## src/rtl/rv32i_types.sv

```systemverilog
// Shared RV32I types: machine word and the cache-arbiter FSM states.
package rv32i_types;

    typedef logic [31:0] rv32i_word;

    typedef enum logic [1:0] {
        IDLE    = 2'd0,
        SERVE_I = 2'd1,
        SERVE_D = 2'd2
    } arb_state_t;

endpackage

```

## src/rtl/cache_arbiter.sv

```systemverilog
// Round-robin arbiter sharing one physical memory port between the I-cache and D-cache.
// Commands are latched at grant and replayed until memory responds.
module cache_arbiter
    import rv32i_types::*;
#(
    parameter int LINE_W = 256
) (
    input  logic              clk,
    input  logic              rst,

    input  logic              i_pmem_read,
    input  rv32i_word         i_pmem_address,
    output logic [LINE_W-1:0] i_pmem_rdata,
    output logic              i_pmem_resp,

    input  logic              d_pmem_read,
    input  logic              d_pmem_write,
    input  rv32i_word         d_pmem_address,
    input  logic [LINE_W-1:0] d_pmem_wdata,
    output logic [LINE_W-1:0] d_pmem_rdata,
    output logic              d_pmem_resp,

    output logic              pmem_read,
    output logic              pmem_write,
    output rv32i_word         pmem_address,
    output logic [LINE_W-1:0] pmem_wdata,
    input  logic              pmem_resp,
    input  logic [LINE_W-1:0] pmem_rdata
);

    arb_state_t        state_q, state_d;
    logic              last_d_q, last_d_d;
    rv32i_word         addr_q, addr_d;
    logic [LINE_W-1:0] wdata_q, wdata_d;
    logic              rd_q, rd_d;
    logic              wr_q, wr_d;

    logic i_req;
    logic d_req;

    assign i_req = i_pmem_read;
    assign d_req = d_pmem_read | d_pmem_write;

    always_ff @(posedge clk or posedge rst) begin
        if (rst) begin
            state_q  <= IDLE;
            last_d_q <= 1'b0;
            addr_q   <= '0;
            wdata_q  <= '0;
            rd_q     <= 1'b0;
            wr_q     <= 1'b0;
        end else begin
            state_q  <= state_d;
            last_d_q <= last_d_d;
            addr_q   <= addr_d;
            wdata_q  <= wdata_d;
            rd_q     <= rd_d;
            wr_q     <= wr_d;
        end
    end

    always_comb begin
        state_d     = state_q;
        last_d_d    = last_d_q;
        addr_d      = addr_q;
        wdata_d     = wdata_q;
        rd_d        = rd_q;
        wr_d        = wr_q;
        pmem_read   = 1'b0;
        pmem_write  = 1'b0;
        i_pmem_resp = 1'b0;
        d_pmem_resp = 1'b0;

        case (state_q)
            IDLE: begin
                // On a tie, D wins unless D was the last one served.
                if (d_req && (!i_req || !last_d_q)) begin
                    state_d = SERVE_D;
                    addr_d  = d_pmem_address;
                    wdata_d = d_pmem_wdata;
                    wr_d    = d_pmem_write;
                    rd_d    = ~d_pmem_write;
                end else if (i_req) begin
                    state_d = SERVE_I;
                    addr_d  = i_pmem_address;
                    wr_d    = 1'b0;
                    rd_d    = 1'b1;
                end
            end
            SERVE_I: begin
                pmem_read  = rd_q;
                pmem_write = wr_q;
                if (pmem_resp) begin
                    i_pmem_resp = 1'b1;
                    state_d     = IDLE;
                    last_d_d    = 1'b0;
                end
            end
            SERVE_D: begin
                pmem_read  = rd_q;
                pmem_write = wr_q;
                if (pmem_resp) begin
                    d_pmem_resp = 1'b1;
                    state_d     = IDLE;
                    last_d_d    = 1'b1;
                end
            end
            default: state_d = IDLE;
        endcase
    end

    assign pmem_address = addr_q;
    assign pmem_wdata   = wdata_q;
    assign i_pmem_rdata = pmem_rdata;
    assign d_pmem_rdata = pmem_rdata;

endmodule
```

## config.mk

```make
export PLATFORM = sky130hd
export DESIGN_NAME = cache_arbiter
export DESIGN_NICKNAME = d
export VERILOG_FILES = /design/src/rtl/rv32i_types.sv /design/src/rtl/cache_arbiter.sv
export SDC_FILE = /design/constraint.sdc
export NUM_CORES = 1
export LEC_CHECK = 0
export ABC_AREA = 1
export ABC_CLOCK_PERIOD_IN_PS = 16100
export BUFFER_PORTS_ARGS = -buffer_cell sky130_fd_sc_hd__buf_4
export CAP_MARGIN = 10
export CORE_AREA = 2 2 540 542
export CTS_CLUSTER_DIAMETER = 100
export DETAILED_ROUTE_END_ITERATION = 10
export DIE_AREA = 0 0 542 544
export HOLD_SLACK_MARGIN = 0.1
export PLACE_DENSITY_LB_ADDON = 0.15
export RECOVER_POWER = 25
export SYNTH_ARGS = -nofsm -noshare
export SYNTH_HDL_FRONTEND = slang
export SYNTH_SLANG_ARGS = --single-unit
export TNS_END_PERCENT = 10
```

## constraint.sdc

```tcl
create_clock -name clk -period 16.1 [get_ports clk]
set_input_delay 2.415 -clock clk [delete_from_list [all_inputs] [get_ports clk]]
set_output_delay 2.415 -clock clk [all_outputs]
set_load 0.03 [all_outputs]
```

==> summary.md, run 1 <==
| Metric | Value |
|---|---|
| Status | complete, but fails checks |
| Violated checks | max-capacitance violations, max-slew violations |
| Grt total ovfl | 0 |
| Slowest-stage cell, CP | clkbuf_1 |
| Max Cap Viol | 6 |
| Largest net degree at the start of global routing | 158 |
| CP Max Fanout | approximately 60 |
| Initial DRC Count | 595 |
| Max incr delay on CP | 2610 ps |
| Worst setup endpoint | pmem_wdata[135] |
| Root Driver | clkbuf_16 |
| Most used DFF post-synth | dfrtp_1 |
| Initial Utilization | ~5.6% |
| Fin. Hold Viols | 0 |
| Maximum VDD drop | between 80 and 90 µV |
| First-pass GRT wire length | 172 mm |
| Final wirelength | about 140 mm |
| Worst path cell trace | clkbuf_4 -> clkinvlp_2 -> clkbuf_1 -> buf_4 |
| Vias in the first global route | 14400 |
| GRT Util Overall | a little under a tenth |
| Total design power | 5.34 mW |
| DR pass1 iterations | 5 |
| WL per Instance | 23.4 µm |
| Reg2Reg Depth | 8 |
| Reg-to-reg startpoint | last_d_q |
| Area of the die | 295000 µm² |
| Final Cycle Share | 46.9% |
| Worst Tran Pin Value | 3650 ps |
| DRC viols | 0 |
| Min-Delay Path Class | reg -> reg |
| Flops & latches, synth | 293 |
| Row count | 198 |
| Clock Skew | 32.4 ps |
| Worst EP arrival | slightly above 8000 ps |
| Final WS setup | 8550 ps |
| Final min period | 7550 ps |
| Core ar. | 289000 µm² |
| Critical Path End Type | async pin |
| Vias per inst | 2.29 |
| Crit path required time | 16860 ps |
| Ys Warns | 0 |
| Total CTS buffers | 60 |
| TNS Setup | 0 ps |
| DR vias | 13500 |
| # hold bufs at CTS | 0 |
| Max Clk Rate | 132 MHz |
| Overall die width | 542 µm |
| Seq/Total Area, Yosys | 45.3% |
| Hold Crit Depth | 2 |
| Worst skew pair latency | approximately 730 ps |
| I/O pin count | approximately 1400 |
| Post-CTS sizing | 0 |
| Layout cells sized above 1 | 31.1% |
| EDFF count, synth | 0 |
| Post-Syn Instances | 1943 |
| Placed Area | about 21000 µm² |
| Ys async rst share | 100% |
| Initial antenna violation count | 75 |
| Worst Setup SP | rst |
| Lkg Pwr | 10.1 nW |
| Cell area after layout | 23000 µm² |
| Nets | about 2600 |
| Synth Net Count | approximately 2500 |
| Post-Place Worst Slack | 10270 ps |
| H-tree Lvls | 2 |
| CTS Buffer Depth | 3 |
| TritonCTS clock tree | yes |
| Clock tree sinks | 293 |
| Clock slew at reported path FFs | 50 ps |
| R2R Path End | pmem_wdata[233] |
| Die H | 544 µm |
| Fin. max-slew vios | 267 |
| Critical path startpoint category | input port |
| Port Buffers | 617 |
| Reg-to-reg slack, setup | roughly 10000 ps |
| PwrDens | 233 nW/µm² |
| Unrepaired setup endpoints after global routing | false |
| Antenna-violating nets left | 0 |
| HPWL Detailed | between 100 and 150 mm |
| Post-Syn Area | around 16000 µm² |
| CP Class | in -> async |
| Synth cell types | 19 |
| Avg Inst Size Synth | 8.33 µm² |
| Max_slew headroom | -145% |
| Area Growth Syn to Fin | 41.9% |
| Postcts setup bufs | 0 |
| Routability cong. | 0.684 |
| Setup violators final | 0 |
-- stage by stage --
stage | cells | hold slack (ps) | util [%]
after floorplan | 1943 | 449 | -
after detailed placement | 5764 | 468 | 7.34
after CTS | 5876 | 484 | 8.05
after global placement | 5764 | 463 | 7.34
final | 5888 | 478 | 7.94
after global routing | 5879 | 499 | 7.93
-- power by group --
| part | internal, mW | total [mW] | switching (mW) |
|---|---|---|---|
| clock | 0.817 | 1.35 | 0.537 |
| sequential | 1.10 | 1.30 | 0.200 |
| combinational | 0.637 | 2.68 | 2.05 |
-- layer usage --
layer  track usage (%)  vias up  routed length [µm]
li1                  -     5756                   -
met2              13.5      939               57600
met4              5.50       32                9750
met1              8.65     6232               45900
met3              7.38      511               24400
met5            0.0649        -                 204
-- state kept, by name, summed over array words and instances, names as in the netlist --
signal	flops
pmem_wdata	256
pmem_address	32
state_q	2
last_d_q	1
rd_q	1
wr_q	1
-- cell families after synthesis --
| kind of cell | after synthesis | synth area share [%] |
|---|---|---|
| and+or+nand+nor | 699 | 16.8 |
| AOI/OAI and AO/OA | 259 | 8.10 |
| DFF | 293 | 45.3 |
| buffers and inverters | 689 | 29.5 |
| adders and majority gates | 3 | 0.232 |
-- cell type report --
cell class | count | area (µm²)
clock inverters | 34 | 394
fillers | 34000 | 266000
flip-flops and latches | 293 | 7330
clock buffers | 78 | 1650
repair buffers | 634 | 4450
diodes | 11 | 27.5
inverters | 77 | 298
well taps | 3800 | 4750
multi-input cells | 961 | 4060
-- cells in the final DEF, fill, tap and decap left out, drive strengths merged --
cell type    n
buf        538
diode       11
dfrtp      293
inv         81
nor2         4
a21oi        1
bufinv       6
clkinvlp     8
nand3       66
clkbuf     174
nand2      628
o21ai      258
ha           3
clkinv      16
nand4        1
-- how the worst min path moves through the flow --
stage	startpoint	endpoint	slack, ps
after detailed placement	pmem_address[21]	pmem_address[21]	470
after global placement	pmem_address[11]	pmem_address[11]	460
final	pmem_address[11]	pmem_address[11]	480
after global routing	pmem_address[11]	pmem_address[11]	500
after floorplan	wr_q	wr_q	450
after CTS	pmem_address[21]	pmem_address[21]	480
-- critical path, delay by kind of cell --
family   cells  cell delay [ps]
buf+inv      4             5680
-- cell usage after synthesis, types with 2 or more instances --
cell type	instances	area share, %
nand2_1	626	15
buf_4	521	24
dfrtp_1	293	45
o21ai_0	257	7.9
inv_1	76	1.8
nand3_1	66	2.0
clkbuf_1	38	0.88
buf_6	28	1.9
clkbuf_2	19	0.59
buf_2	5	0.15
ha_1	3	0.23
nor2_1	3	0.070
nand2_2	2	0.077
Power figures use the tool's default switching activity.
==> run 2: changes to the inputs <==
ABC_AREA = 0   (was 1)
ABC_CLOCK_PERIOD_IN_PS = 6400   (was 16100)
clock period = 6.4 ns   (was 16.1 ns; I/O delays follow)
==> run 2 against run 1 <==
The run still ends with max-capacitance violations, max-slew violations left. Synthesized cell count fell by 37%. Synthesized area fell by 0.55%. First-iteration DRC count fell by 44%. Critical path depth fell by 1. Critical path type unchanged. Sequential power rose to 2.7 times the previous value. Highest routed layer is now met4. Clock skew rose by 4.3 ps. Cell count fell by 12%. Flip-flop and latch count did not move. Wire length fell by 14%. Register-to-register slack got worse by 6300 ps. Global-route usage fell by 1.4 points. Setup slack got worse by 5900 ps.
==> summary.md, run 2 <==
| Metric | Value |
|---|---|
| Status | complete, but fails checks |
| Violated checks | max-capacitance violations, max-slew violations |
| Multiplexer share of the synthesized area | 25.3% (+25 points) |
| # hold bufs at CTS | 0 (unchanged) |
| Synth Area in Adders | 0.233% (+0.0013 points) |
| Most common cell after layout, fill and taps aside | buf_4 |
| Ys Warns | 0 (unchanged) |
| Antenna-violating nets left | 0 (unchanged) |
| Total design power | 14.0 mW (+160%) |
| Setup violators final | 0 (unchanged) |
| Avg Inst Size Synth | 13.1 µm² (+58%) |
| Flops & latches, synth | 293 (unchanged) |
| I/O pin count | 1386 (unchanged) |
| DRC viols | 0 (unchanged) |
| First-pass GRT wire length | 142 mm (-17%) |
| Ys async rst share | 100% (unchanged) |
| Initial antenna violation count | 33 (-56%) |
| Final wirelength | 118 mm (-14%) |
| Postcts setup bufs | 0 (unchanged) |
| Synth Area in Simple Gates | 1.06% (-16 points) |
| Area of the die | 295000 µm² (unchanged) |
| Synth Net Count | 1811 (-28%) |
| Unrepaired setup endpoints after global routing | false |
| Reg-to-reg startpoint | state_q[0] |
| Largest net degree at the start of global routing | 93 (-41%) |
| Top-count cell post-synth | buf_4 |
| EDFF count, synth | 0 (unchanged) |
| Initial Utilization | 5.56% (-0.031 points) |
| Die H | 544 µm (unchanged) |
| DR vias | 9507 (-29%) |
| Post-Syn Area | 16100 µm² (-0.55%) |
| Area contributors post-synth | dfrtp_1 46%, buf_4 24%, mux2_4 21%, mux2i_1 2.0%, buf_6 2.0% |
| Nets | 1944 (-26%) |
| Top routing layer used | met4 |
| Core ar. | 289000 µm² (unchanged) |
| Fin. Hold Viols | 0 (unchanged) |
| Max Clk Rate | between 200 and 300 MHz |
| Reg2Reg Depth | 5 (-3) |
| Final min period | around 3700 ps |
| CTS Buffer Depth | 3 (unchanged) |
| Layout cells sized above 1 | 69.3% (+38 points) |
| Worst skew pair latency | 700 ps (-30 ps) |
| Post-Syn Instances | 1226 (-37%) |
| TritonCTS clock tree | yes |
| GRT Util Overall | 7.73% (-1.4 points) |
| Maximum VDD drop | 293 µV (+240%) |
| Fin. max-slew vios | 297 (+11%) |
| Port Buffers | 617 (unchanged) |
| Clock Skew | 36.7 ps (+4.29 ps) |
| Lkg Pwr | 9.57 nW (-5.2%) |
| CP Class | in -> async |
| Grt total ovfl | 0 (unchanged) |
| Layout Cells excl Fill | 5198 (-12%) |
| Area Growth Syn to Fin | 44.0% |
| HPWL Detailed | 100 mm (-9.2%) |
| Critical path startpoint category | input port |
| Largest family of logic cells by synthesized area | buffers and inverters |
| Min-Delay Path Class | in -> async |
| TNS Setup | 0 ps (unchanged) |
| Total CTS buffers | 54 (-10%) |
| Root Driver | clkbuf_16 |
| Vias per inst | 1.83 (-20%) |
| Synth top area share | 45.6% (+0.25 points) |
| H-tree Lvls | 2 (unchanged) |
| PwrDens | 604 nW/µm² (+160%) |
| DR pass1 iterations | 4 (-1) |
| Crit path required time | 6580 ps (-10280 ps) |
| Critical Path End Type | async pin |
| Largest register FFs | 256 (unchanged) |
| Synth cell types | 26 (+7) |
| Max_slew headroom | -91.7% (+53 points) |
| Metal2 WL | 47.2 mm (-18%) |
| Worst EP arrival | 3910 ps (-4400 ps) |
| Post-synthesis xor/xnor area fraction | 0% (unchanged) |
| Worst Tran Pin Value | 2880 ps (-777 ps) |
| Post-Route M1 WL | 40.2 mm (-13%) |
| Overall die width | 542 µm (unchanged) |
| Vias in the first global route | 10300 (-28%) |
| Yosys top cell by area | dfrtp_1 |
| Post-CTS sizing | 0 (unchanged) |
| Clock slew at reported path FFs | 60 ps (about the same) |
| Synth top cells by count | 512 x buf_4, 293 x dfrtp_1, 229 x mux2_4 |
| Row count | 198 (unchanged) |
| CP Max Fanout | 88 (+44%) |
| Seq/Total Area, Yosys | 45.6% (+0.25 points) |
| Most frequent cells in the layout | 622 x buf_4, 293 x dfrtp_1, 229 x mux2_4 |
| Max Cap Viol | 5 (-1) |
| Reg-to-reg slack, setup | 3740 ps (-6280 ps) |
| Clock tree sinks | 293 (unchanged) |
| R2R Path End | pmem_wdata[16] |
| Initial DRC Count | 331 (-44%) |
| Final Cycle Share | 58.3% |
| Synth Area in Compound Gates | 1.53% (-6.6 points) |
| # placed instances | 5103 (-11%) |
| Routability cong. | 0.671 (-1.9%) |
| Met3 wire len | 25.0 mm (+2.7%) |
| WL per Instance | 22.7 µm (-3.1%) |
| Most used DFF post-synth | dfrtp_1 |
run 2: critical path: stages:
cell and delay [ps]:
clkbuf_4 110, clkinvlp_2 540, clkbuf_2 1970
run 2: report_power, final:
part           leakage, nW  switching, mW  internal, mW
clock network        0.864           1.21          1.84
registers             3.45          0.640          2.82
logic                 5.26           4.61          2.89
run 2: final cells by class:
cell class,instances,area (µm²)
well taps,3800,4750
fillers,33600,266000
diodes,2,5.00
multi-input cells,375,4540
flip-flops and latches,293,7330
repair buffers,630,4740
inverters,5,20.0
clock buffers,76,1520
clock inverters,17,270
run 2: worst max-delay path by stage:
stage               slack [ps]              end  cells after the start         start
floorplan                 1550         last_d_q                      1           rst
global placement          3130   pmem_wdata[13]                      5  d_pmem_write
detailed placement        3130   pmem_wdata[13]                      5  d_pmem_write
CTS                       3130       pmem_write                      4    state_q[0]
global route              2060   pmem_wdata[80]                      3           rst
finish                    2670  pmem_wdata[251]                      3           rst
run 2: cells by family (layout without fill, tap and decap cells):
group,after synthesis,in the layout
compound gates,42,42
fa+ha+maj,3,3
buf+inv,558,728
flops,293,293
mux,289,289
other cells,0,2
simple gates,41,41
run 2: per-stage QoR:
step / cell area, µm² / worst slack (ps) / hold WS (ps) / util [%]
global route: 23200 / 2060 / 406 / 8.01
CTS: 23200 / 3130 / 247 / 8.03
detailed placement: 21500 / 3130 / 476 / 7.42
floorplan: 16100 / 1550 / 507 / -
finish: 23200 / 2670 / 440 / 8.01
global placement: 21500 / 3130 / 466 / 7.42
run 2: routing by layer:
layer / vias to the layer above / track usage [%]
met4: 0 / 3.67
met3: 299 / 7.47
met2: 968 / 10.8
li1: 3832 / -
met5: - / 0
met1: 4408 / 7.52
==> run 3: changes to the inputs <==
ABC_CLOCK_PERIOD_IN_PS = 3000   (was 6400)
clock period = 3 ns   (was 6.4 ns; I/O delays follow)
==> run 3 against run 2 <==
The flow now finishes without violations. Non-clock buffer count rose by 358. Clock-buffer cell count down 3. Clock skew down 1.7 ps. Cell count up 7.0%. Power rose by 120%. First-iteration DRC count is 7.3% higher. Core utilization is 1.3 points higher. Register-to-register slack got worse by 3100 ps. Clock power rose by 110%. Wire length rose by 1.2%.
==> summary.md, run 3 (same netlist as run 2, synthesis figures left out) <==
| Metric | Value |
|---|---|
| Reg-to-reg startpoint | state_q[0] |
| CTS Buffer Depth | 3 (unchanged) |
| Layout cells sized above 1 | 57.7% (-12 points) |
| R2R Path End | pmem_wdata[47] |
| WL per Instance | 21.5 µm (-5.4%) |
| H-tree Lvls | 2 (unchanged) |
| Layout Utilization | 9.30% (+1.3 points) |
| TritonCTS clock tree | yes |
| Min-Delay Path Class | in -> reg |
| Initial DRC Count | 355 (+7.3%) |
| Maximum VDD drop | 404 µV (+38%) |
| Port Buffers | 617 (unchanged) |
| Met3 wire len | 23.0 mm (-8.2%) |
| Status | finished clean |
| Initial Utilization | 5.56% (unchanged) |
| Die H | 544 µm (unchanged) |
| # fillers | 33500 (-0.35%) |
| Most frequent cells in the layout | 650 x buf_4, 322 x dlygate4sd3_1, 293 x dfrtp_1 |
| Final wirelength | 119 mm (+1.2%) |
| Critical Path End Type | output port |
| DRC viols | 0 (unchanged) |
| Area Growth Syn to Fin | 67.1% |
| Row count | 198 (unchanged) |
| Critical path startpoint category | flop |
| Reg2Reg Depth | 6 (+1) |
| First-pass GRT wire length | 146 mm (+2.6%) |
| Max Clk Rate | 397 MHz |
| Root Driver | clkbuf_16 |
| Core ar. | 289000 µm² (unchanged) |
| Area of the multi-input gates | 4560 µm² (+0.30%) |
| Overall die width | 542 µm (unchanged) |
| Worst Setup SP | state_q[0] |
| Clock slew at reported path FFs | 60 ps (about the same) |
| Largest register FFs | 256 (unchanged) |
| DR pass1 iterations | 4 (unchanged) |
| Vias per inst | 1.95 (+6.5%) |
| Total CTS buffers | 53 (-1.9%) |
| Top routing layer used | met5 |
| Worst setup endpoint | pmem_read |
| Nets | 2301 (+18%) |
| Metal2 WL | 47.5 mm (+0.72%) |
| Clock tree sinks | 293 (unchanged) |
| Max Cap Viol | 0 (-5) |
| Worst Tran Pin Value | 947 ps (-1930 ps) |
| Post-Route M1 WL | 42.8 mm (+6.5%) |
| I/O pin count | 1386 (unchanged) |
| Lkg Pwr | 11.2 nW (+17%) |
| Final min period | approximately 2500 ps |
| Register area | 7330 µm² (unchanged) |
| Most common cell after layout, fill and taps aside | buf_4 |
| Antenna-violating nets left | 0 (unchanged) |
| Setup violators final | 0 (unchanged) |
| Largest net degree at the start of global routing | 66 (-29%) |
| Initial antenna violation count | 34 (+3.0%) |
| Max_slew headroom | 36.9% (+130 points) |
| TNS Setup | 0 ps (unchanged) |
| Reg-to-reg slack, setup | 640 ps (-3100 ps) |
| Grt total ovfl | 0 (unchanged) |
| CP Max Fanout | 3 (-97%) |
| Vias in the first global route | 11900 (+15%) |
| Fin. Hold Viols | 0 (unchanged) |
| Crit path required time | 2550 ps (-4030 ps) |
| GRT Util Overall | 7.81% (+0.080 points) |
| Unrepaired setup endpoints after global routing | false |
| Fin. max-slew vios | 0 (-100%) |
| Routability cong. | 0.668 (-0.54%) |
| Area of the die | 295000 µm² (unchanged) |
| CP Class | reg -> out |
| Total design power | 30.6 mW (+120%) |
| DR vias | 10800 (+14%) |
| HPWL Detailed | 103 mm (+2.4%) |
| Worst EP arrival | 2070 ps (-1840 ps) |
| Worst skew pair latency | 680 ps (-20 ps) |
| Final Cycle Share | 84.0% |
| Clock Skew | 35.0 ps (-1.70 ps) |
| PwrDens | 1140 nW/µm² (+89%) |
## run 3: stage by stage
stage	hold WS [ps]	instances	worst slack (ps)	cell area (µm²)
finish	209	5562	481	26900
global route	164	5561	313	26900
CTS	105	5560	270	26900
detailed placement	472	5139	676	21900
global placement	467	5139	678	21900
floorplan	507	1226	-1340	16100
## run 3: worst min path at each step
stage / from / cells after the start / endpoint / slack (ps)
floorplan: state_q[1] / 1 / state_q[1] / 510
global placement: pmem_address[16] / 2 / pmem_address[16] / 470
detailed placement: pmem_address[12] / 2 / pmem_address[12] / 470
CTS: d_pmem_write / 3 / rd_q / 110
global route: d_pmem_write / 3 / rd_q / 160
finish: d_pmem_write / 3 / rd_q / 210
## run 3: cell type report
| class | count | area share, % |
|---|---|---|
| clock inverter | 26 | 1.20 |
| inverter | 5 | 0.0837 |
| timing repair buffer | 988 | 31.3 |
| sequential | 293 | 27.3 |
| clock buffer | 73 | 5.51 |
| tap | 3800 | 17.7 |
| antenna | 2 | 0.0186 |
| multi-input combinational | 375 | 16.9 |
## run 3: layer usage
layer	GRT usage, %	up-vias
met4	3.66	2
met3	6.85	307
met1	7.99	4993
met5	0	-
li1	-	4556
met2	11.0	978
## run 3: what timing repair did
action,CTS,global route
setup buffers,0,0
gates resized for setup,0,0
hold buffers,322,0
endpoints found under the hold margin,291,0
## run 3: power breakdown
group	total (mW)	internal, mW	leakage [nW]	switching (mW)
Combinational	16.7	6.82	6.86	9.85
Sequential	7.52	6.02	3.45	1.50
Clock	6.46	3.89	0.880	2.57
Total	30.6	16.7	11.2	13.9
## run 3: worst max-delay path, stage by stage, from the launching register on
cell and delay [ps]:
dfrtp_1 370, inv_1 90, ha_1 300, and2_1 300, buf_4 300
